$ cat src/rtl/alu_arbiter_if.sv
// alu_arbiter_if: requester op/response handshake between a client (master) and the arbiter (slave)
interface alu_arbiter_if #(parameter int WORD_SIZE = 32);
  logic valid;
  logic ready;
  logic [2:0] op;
  logic [WORD_SIZE-1:0] a;
  logic [WORD_SIZE-1:0] b;
  logic resp_valid;
  logic resp_ready;
  logic [WORD_SIZE-1:0] resp_data;
  modport master(output valid, op, a, b, resp_ready, input ready, resp_valid, resp_data);
  modport slave(input valid, op, a, b, resp_ready, output ready, resp_valid, resp_data);
endinterface

$ cat src/rtl/alu_arbiter.sv
// alu_arbiter: round-robin sharing of one registered alu between two requesters with per-requester result buffers
module alu_arbiter #(parameter int WORD_SIZE = 32) (
  input logic clk,
  input logic reset,
  alu_arbiter_if.slave r0,
  alu_arbiter_if.slave r1,
  output logic [2:0] alu_control,
  output logic [WORD_SIZE-1:0] alu_in_1,
  output logic [WORD_SIZE-1:0] alu_in_2,
  input logic [WORD_SIZE-1:0] alu_out
);
  typedef enum logic [1:0] {IDLE, BUSY, DONE} state_t;
  state_t st0, st1;
  logic last_grant, inflight_v, inflight_id, e0, e1, g0, g1;
  logic [WORD_SIZE-1:0] d0, d1;
  always_comb begin
    e0 = r0.valid && st0 == IDLE && !reset;
    e1 = r1.valid && st1 == IDLE && !reset;
    g0 = e0 && (!e1 || last_grant);
    g1 = e1 && (!e0 || !last_grant);
    alu_control = g0 ? r0.op : g1 ? r1.op : 3'b000;
    alu_in_1 = g0 ? r0.a : g1 ? r1.a : '0;
    alu_in_2 = g0 ? r0.b : g1 ? r1.b : '0;
  end
  assign r0.ready = g0;
  assign r1.ready = g1;
  assign r0.resp_valid = st0 == DONE;
  assign r1.resp_valid = st1 == DONE;
  assign r0.resp_data = d0;
  assign r1.resp_data = d1;
  always_ff @(posedge clk)
    if (reset) begin
      st0 <= IDLE;
      st1 <= IDLE;
      inflight_v <= 1'b0;
      inflight_id <= 1'b0;
      last_grant <= 1'b1;
      d0 <= '0;
      d1 <= '0;
    end else begin
      inflight_v <= g0 || g1;
      if (g0 || g1) begin
        inflight_id <= g1;
        last_grant <= g1;
      end
      if (inflight_v && !inflight_id) d0 <= alu_out;
      if (inflight_v && inflight_id) d1 <= alu_out;
      st0 <= g0 ? BUSY : st0 == BUSY ? DONE : (st0 == DONE && r0.resp_ready) ? IDLE : st0;
      st1 <= g1 ? BUSY : st1 == BUSY ? DONE : (st1 == DONE && r1.resp_ready) ? IDLE : st1;
    end
endmodule

$ cat src/flat_wrapper.sv
// flat-port wrapper written by rule: the top's interface ports become plain ports
module alu_arbiter_flat 
#(parameter int WORD_SIZE = 32)
  (clk, reset, alu_control, alu_in_1, alu_in_2, alu_out, r0_valid, r0_op, r0_a, r0_b, r0_resp_ready, r0_ready, r0_resp_valid, r0_resp_data, r1_valid, r1_op, r1_a, r1_b, r1_resp_ready, r1_ready, r1_resp_valid, r1_resp_data);
  alu_arbiter_if #(.WORD_SIZE(WORD_SIZE)) r0_i ();
  alu_arbiter_if #(.WORD_SIZE(WORD_SIZE)) r1_i ();
  input logic clk;
  input logic reset;
  output logic [2:0] alu_control;
  output logic [WORD_SIZE-1:0] alu_in_1;
  output logic [WORD_SIZE-1:0] alu_in_2;
  input logic [WORD_SIZE-1:0] alu_out;
  input wire logic [$bits(r0_i.valid)-1:0] r0_valid;
  input wire logic [$bits(r0_i.op)-1:0] r0_op;
  input wire logic [$bits(r0_i.a)-1:0] r0_a;
  input wire logic [$bits(r0_i.b)-1:0] r0_b;
  input wire logic [$bits(r0_i.resp_ready)-1:0] r0_resp_ready;
  output wire logic [$bits(r0_i.ready)-1:0] r0_ready;
  output wire logic [$bits(r0_i.resp_valid)-1:0] r0_resp_valid;
  output wire logic [$bits(r0_i.resp_data)-1:0] r0_resp_data;
  input wire logic [$bits(r1_i.valid)-1:0] r1_valid;
  input wire logic [$bits(r1_i.op)-1:0] r1_op;
  input wire logic [$bits(r1_i.a)-1:0] r1_a;
  input wire logic [$bits(r1_i.b)-1:0] r1_b;
  input wire logic [$bits(r1_i.resp_ready)-1:0] r1_resp_ready;
  output wire logic [$bits(r1_i.ready)-1:0] r1_ready;
  output wire logic [$bits(r1_i.resp_valid)-1:0] r1_resp_valid;
  output wire logic [$bits(r1_i.resp_data)-1:0] r1_resp_data;
  assign r0_i.valid = r0_valid;
  assign r0_i.op = r0_op;
  assign r0_i.a = r0_a;
  assign r0_i.b = r0_b;
  assign r0_i.resp_ready = r0_resp_ready;
  assign r0_ready = r0_i.ready;
  assign r0_resp_valid = r0_i.resp_valid;
  assign r0_resp_data = r0_i.resp_data;
  assign r1_i.valid = r1_valid;
  assign r1_i.op = r1_op;
  assign r1_i.a = r1_a;
  assign r1_i.b = r1_b;
  assign r1_i.resp_ready = r1_resp_ready;
  assign r1_ready = r1_i.ready;
  assign r1_resp_valid = r1_i.resp_valid;
  assign r1_resp_data = r1_i.resp_data;
  alu_arbiter #(.WORD_SIZE(WORD_SIZE)) u_core (.clk(clk), .reset(reset), .r0(r0_i), .r1(r1_i), .alu_control(alu_control), .alu_in_1(alu_in_1), .alu_in_2(alu_in_2), .alu_out(alu_out));
endmodule
$ cat config.mk
export PLATFORM = sky130hd
export DESIGN_NAME = alu_arbiter_flat
export DESIGN_NICKNAME = d
export VERILOG_FILES = /design/src/rtl/alu_arbiter_if.sv /design/src/rtl/alu_arbiter.sv /design/src/flat_wrapper.sv
export SDC_FILE = /design/constraint.sdc
export NUM_CORES = 1
export LEC_CHECK = 0
export CAP_MARGIN = 20
export CORE_AREA = 2 2 118 120
export CTS_BUF_LIST = sky130_fd_sc_hd__clkbuf_4 sky130_fd_sc_hd__clkbuf_8 sky130_fd_sc_hd__clkbuf_16
export DETAILED_ROUTE_END_ITERATION = 12
export DIE_AREA = 0 0 120 122
export GPL_TIMING_DRIVEN = 0
export HOLD_SLACK_MARGIN = 0.1
export PLACE_DENSITY = 0.67
export SLEW_MARGIN = 20
export SYNTH_ARGS = -nofsm -noshare
export SYNTH_HDL_FRONTEND = slang
export SYNTH_SLANG_ARGS = --single-unit
$ cat constraint.sdc
create_clock -name clk -period 3.9 [get_ports clk]
set_input_delay 0.78 -clock clk [delete_from_list [all_inputs] [get_ports clk]]
set_output_delay 0.78 -clock clk [all_outputs]
set_load 0.005 [all_outputs]
# Word-level counts from Yosys, hierarchy flattened
# Cells that the tools add are included.
# Widths: inputs -> output; s select.
# word_totals
reg_bits	71
output_inout_bits	135
# op_classes
eq_ne	4
mux	12
n_reduce_logical	26
# ops
operator	n
$mux 32	4
$logic_and 1x1->1	10
$mux 2	4
$mux 3	2
$reduce_bool 3->1	2
$logic_not 1->1	5
$eq 2x1->1 const B	2
$eq 2x2->1 const B	2
$logic_not 2->1	2
$reduce_bool 2->1	2
$reduce_or 2->1	2
$logic_or 1x1->1	3
$mux 1	2

# Longest topological paths before layout
# logic_depth
depth_word	8
depth_mapped	7
depth_no_buf	3

# Worst setup path before layout
# Ideal clock, no wire load.
# synth_timing
kind	input to output
from	input reset
to	output alu_in_1[24]
arrival_ns	2.147
setup_slack_ns	0.973
cell_stages	7
path_buffers	4
cell_sequence	buf_2 or4b_1 buf_2 o21a_1 buf_6 buf_6 a22o_1
# synth_lines
item	line	text
from (decl)	flat_wrapper.sv:8	input logic reset;
$logic_not 1->1 *	alu_arbiter.sv:17, alu_arbiter.sv:18	
$logic_and 1x1->1	alu_arbiter.sv:18	e1 = r1.valid && st1 == IDLE && !reset;
$logic_not 1->1	alu_arbiter.sv:19	g0 = e0 && (!e1 || last_grant);
$logic_or 1x1->1	alu_arbiter.sv:19	
$logic_and 1x1->1 *	alu_arbiter.sv:19	
via r0_ready	flat_wrapper.sv:18	output wire logic [$bits(r0_i.ready)-1:0] r0_ready;
$mux 32 *	alu_arbiter.sv:22	alu_in_1 = g0 ? r0.a : g1 ? r1.a : '0;
to (decl)	flat_wrapper.sv:10	output logic [WORD_SIZE-1:0] alu_in_1;
# Mark *: on every way through the listed nets, which the timed path passes. The rest lies on a longest branch.

# Final worst setup path
# layout_timing
from	input r1_valid
to	output alu_in_2[9]
# layout_via
elab_chain_len	6
# layout_rtl
item	line	text
from (decl)	flat_wrapper.sv:21	input wire logic [$bits(r1_i.valid)-1:0] r1_valid;
$logic_and 1x1->1 * (2 in series)	alu_arbiter.sv:18	
$logic_not 1->1	alu_arbiter.sv:19	
$logic_or 1x1->1	alu_arbiter.sv:19	
$logic_and 1x1->1	alu_arbiter.sv:19	
$mux 32 *	alu_arbiter.sv:23	alu_in_2 = g0 ? r0.b : g1 ? r1.b : '0;
to (decl)	flat_wrapper.sv:11	output logic [WORD_SIZE-1:0] alu_in_2;
# Every way passes the cells marked *; elsewhere a longest branch is shown, timed or not.

==> summary.txt <==
Placement
  • Placed inst area: 0.00648 mm²
  • Dpl cells: 879
  • Final Wtd Congestion: 1.07
  • Port bufs: 305
  • Hpwl dp: 15.8 mm

Drt
  • DRC viols: 0
  • 1st-pass router iterations: 4
  • Via Count: 4217
  • Initial DRC count: 229
  • Via-to-Cell Ratio: 4.68
  • Wire per inst: 21.1 µm
  • Final WL: 19.1 mm
  • Antenna-violating nets left: 0

Yosys
  • Area contributors post-synth: dfxtp_1 44%, a22o_1 18%, nand2_1 15%, a21oi_1 10%, buf_6 3.2%
  • Synthesized flop and latch total: 71
  • Synth Flop Type: dfxtp_1
  • Synth top area share: 44.4%
  • Yosys top cell by area: dfxtp_1
  • Number of enable flip-flop cells after synthesis: 0
  • Synth warn: 0
  • Avg Cell Area, Syn: 8.13 µm²
  • Cell count after synthesis: 394
  • Mapped cell area: 0.00320 mm²
  • Synth cell count leaders: 131 x nand2_1, 71 x dfxtp_1, 67 x a21oi_1, 67 x a22o_1, 19 x clkbuf_1
  • Unique cell type count in the Yosys netlist: 22
  • Most frequent cell after synthesis: nand2_1
  • Synthesized net count: 566
  • Async SR Flop Fraction: 0%
  • Sequential fraction of the synthesis area: 44.4%

Clock network
  • Hold_buf cts: 0
  • Worst-case clock buffer depth: 2
  • TritonCTS clock tree: built
  • CTS H-tree depth: 3
  • CTS buffer count: 9
  • Worst-skew pair later-pin latency: 0.32 ns
  • Root Driver: clkbuf_16
  • Num Clock Sinks: 71
  • CTS clk-pin slew, worst paths: 0.05 ns

Critical path
  • Critical Path RT: 3.12 ns
  • CP max-delay cell: clkdlybuf4s50_1
  • CP max stage delay: 0.49 ns
  • CP arrival: 3.07 ns
  • Critical path's top delay family: buffers and inverters
  • Crit-path cells: clkdlybuf4s50_1, or4b_1, buf_4, o21a_1, buf_6, buf_6, a22o_1, clkdlybuf4s50_1
  • CP Class: in -> out
  • Max Fanout on Critical Path: 10
  • CP startpoint kind: input pin
  • Buf+Inv Stages, Crit Path: 5
  • Critical Path End Type: output port

Timing
  • Setup Total Neg Slack: 0 ns
  • Slew headroom: 66.8%
  • Final setup skew: 0.00453 ns
  • Worst slew pin tran: 0.499 ns
  • Endpoints failing setup: 0
  • Crit share post-route: 98.8%
  • Fmax: 260 MHz
  • Final max-slew violation count: 0
  • Hold Vio Cnt, Final: 0
  • Min Tclk post-route: 3.85 ns
  • Worst hold slack: 0.454 ns

Job
  • Max-cap violations: 0

Floorplan
  • Die W: 120 µm
  • Core Area: 0.0135 mm²
  • Die Ht: 122 µm
  • # rows: 43
  • Starting density of the core: 23.7%
  • # IOs: 307
  • Full die area: 0.0146 mm²

Pwr
  • Clock power share: 34.4%
  • Worst VDD drop: 0.227 mV
  • Power Density: 327 mW/mm²
  • Switching fraction of total power: 26.0%
  • Seq pwr share: 35.7%
  • Combinational share of power: 29.9%
  • P_int: 1.66 mW
  • Psw: 0.581 mW
  • Leakage Power: 2.64 nW

Global route
  • First-pass GRT wire length: 27.1 mm
  • Total track usage: 25.3%
  • Total gr overflow: 0
  • Number of global-route vias before repair: 4418
  • Initial antenna violation count: 2
  • Largest net degree at the start of global routing: 12

Layout
  • Final #Nets: 887
  • Post-route insts no fill: 902
  • Share of cells above drive strength 1: 5.69%
  • Layout area overhead: 114%
  • Fin area: 0.00686 mm²

Worst hold path
  • Worst hold path type: reg -> reg

Outcome
  • Status: complete, no violations
==> repair_timing <==
item,4_1_cts,5_1_grt
cloned,0,2
resized for setup,3,13
setup buffers,2,1
setup endpoints to repair,21,63
==> layout make-up <==
cell class,instances,area (µm²)
inverter,3,11.3
antenna,2,5.00
multi-input combinational,282,1550
buffer,38,243
timing repair buffer,310,3120
clock inverter,3,17.5
tap,180,225
clock buffer,13,268
sequential,71,1420
fill,1307,6650
==> metal layers <==
layer / wire length, µm / vias to the layer above / track usage, % / share of wire [%]
met3: 1820 / 30 / 8.57 / 9.5
met4: 530 / 0 / 8.24 / 2.8
met1: 7380 / 1983 / 29.0 / 39
li1: - / 2013 / - / -
met5: 0 / - / 0 / 0
met2: 9340 / 191 / 44.4 / 49
==> per-stage QoR <==
| step | total power, mW | util (%) | setup slack [ns] |
|---|---|---|---|
| 2_1_floorplan | 1.01 | - | 0.973 |
| 3_3_place_gp | 1.47 | 48.0 | -0.0632 |
| 3_5_place_dp | 1.47 | 48.0 | -0.0671 |
| 4_1_cts | 2.25 | 50.3 | -0.0276 |
| 5_1_grt | 2.34 | 50.8 | -0.00191 |
| 6_report | 2.24 | 50.8 | 0.0484 |
==> cell usage in the layout (no fill, tap or decap) <==
| master | count |
|---|---|
| a21oi_1 | 67 |
| a21oi_4 | 1 |
| a22o_1 | 67 |
| and2_1 | 1 |
| buf_1 | 2 |
| buf_12 | 1 |
| buf_2 | 4 |
| buf_4 | 3 |
| buf_6 | 11 |
| clkbuf_1 | 19 |
| clkbuf_16 | 9 |
| clkbuf_4 | 5 |
| clkbuf_8 | 2 |
| clkdlybuf4s50_1 | 296 |
| clkinv_2 | 2 |
| clkinvlp_4 | 1 |
| dfxtp_1 | 71 |
| diode_2 | 2 |
| dlygate4sd2_1 | 1 |
| dlymetal6s2s_1 | 8 |
| inv_1 | 3 |
| mux2i_1 | 1 |
| nand2_1 | 131 |
| nand2b_1 | 2 |
| nor2_1 | 2 |
| nor2b_1 | 3 |
| nor4b_2 | 1 |
| o21a_1 | 1 |
| o21bai_1 | 2 |
| o41ai_1 | 1 |
| or2_2 | 1 |
| or4b_1 | 1 |
==> power groups by stage <==
stage | sequential [mW] | clock, mW | combinational (mW)
global route | 0.805 | 0.819 | 0.717
global placement | 0.811 | 0 | 0.655
floorplan | 0.814 | 0 | 0.201
finish | 0.799 | 0.769 | 0.670
detailed placement | 0.815 | 0 | 0.657
CTS | 0.799 | 0.784 | 0.667
==> registers in the layout (all words and copies together), names as in the netlist <==
name / flops
u_core.inflight_v: 1
u_core.st0: 2
u_core.inflight_id: 1
u_core.r0.resp_data: 32
u_core.st1: 2
u_core.last_grant: 1
u_core.r1.resp_data: 32
==> worst paths after layout <==
path	start	end	slack, ns	cells after the start
setup / recovery	r1_valid	alu_in_2[9]	0.05	8
hold reg to reg	u_core.r0.resp_data[1]$_SDFFE_PP0P_	u_core.r0.resp_data[1]$_SDFFE_PP0P_	0.45	2
setup reg to reg	u_core.st1[1]$_SDFFE_PP0P_	u_core.st0[0]$_SDFFE_PP0P_	2.13	6
hold / removal	u_core.r0.resp_data[1]$_SDFFE_PP0P_	u_core.r0.resp_data[1]$_SDFFE_PP0P_	0.45	2
==> worst min-delay path, delay by kind of cell (launching register included) <==
kind             cells  cell delay (ns)
flip-flops           1             0.30
AND/OR/NAND/NOR      1             0.05
AO/OA/AOI/OAI        1             0.05
==> logic make-up (layout without fill, tap and decap cells) <==
logic type	count (synthesis)	after routing	share of synthesized area, %
AND/OR/NAND/NOR	142	142	17.7
AO/OA/AOI/OAI	139	139	30.3
flip-flops	71	71	44.4
buffers and inverters	41	367	7.30
multiplexers	1	1	0.313
other	0	2	0
No activity file was read; power rests on OpenSTA's default activity.
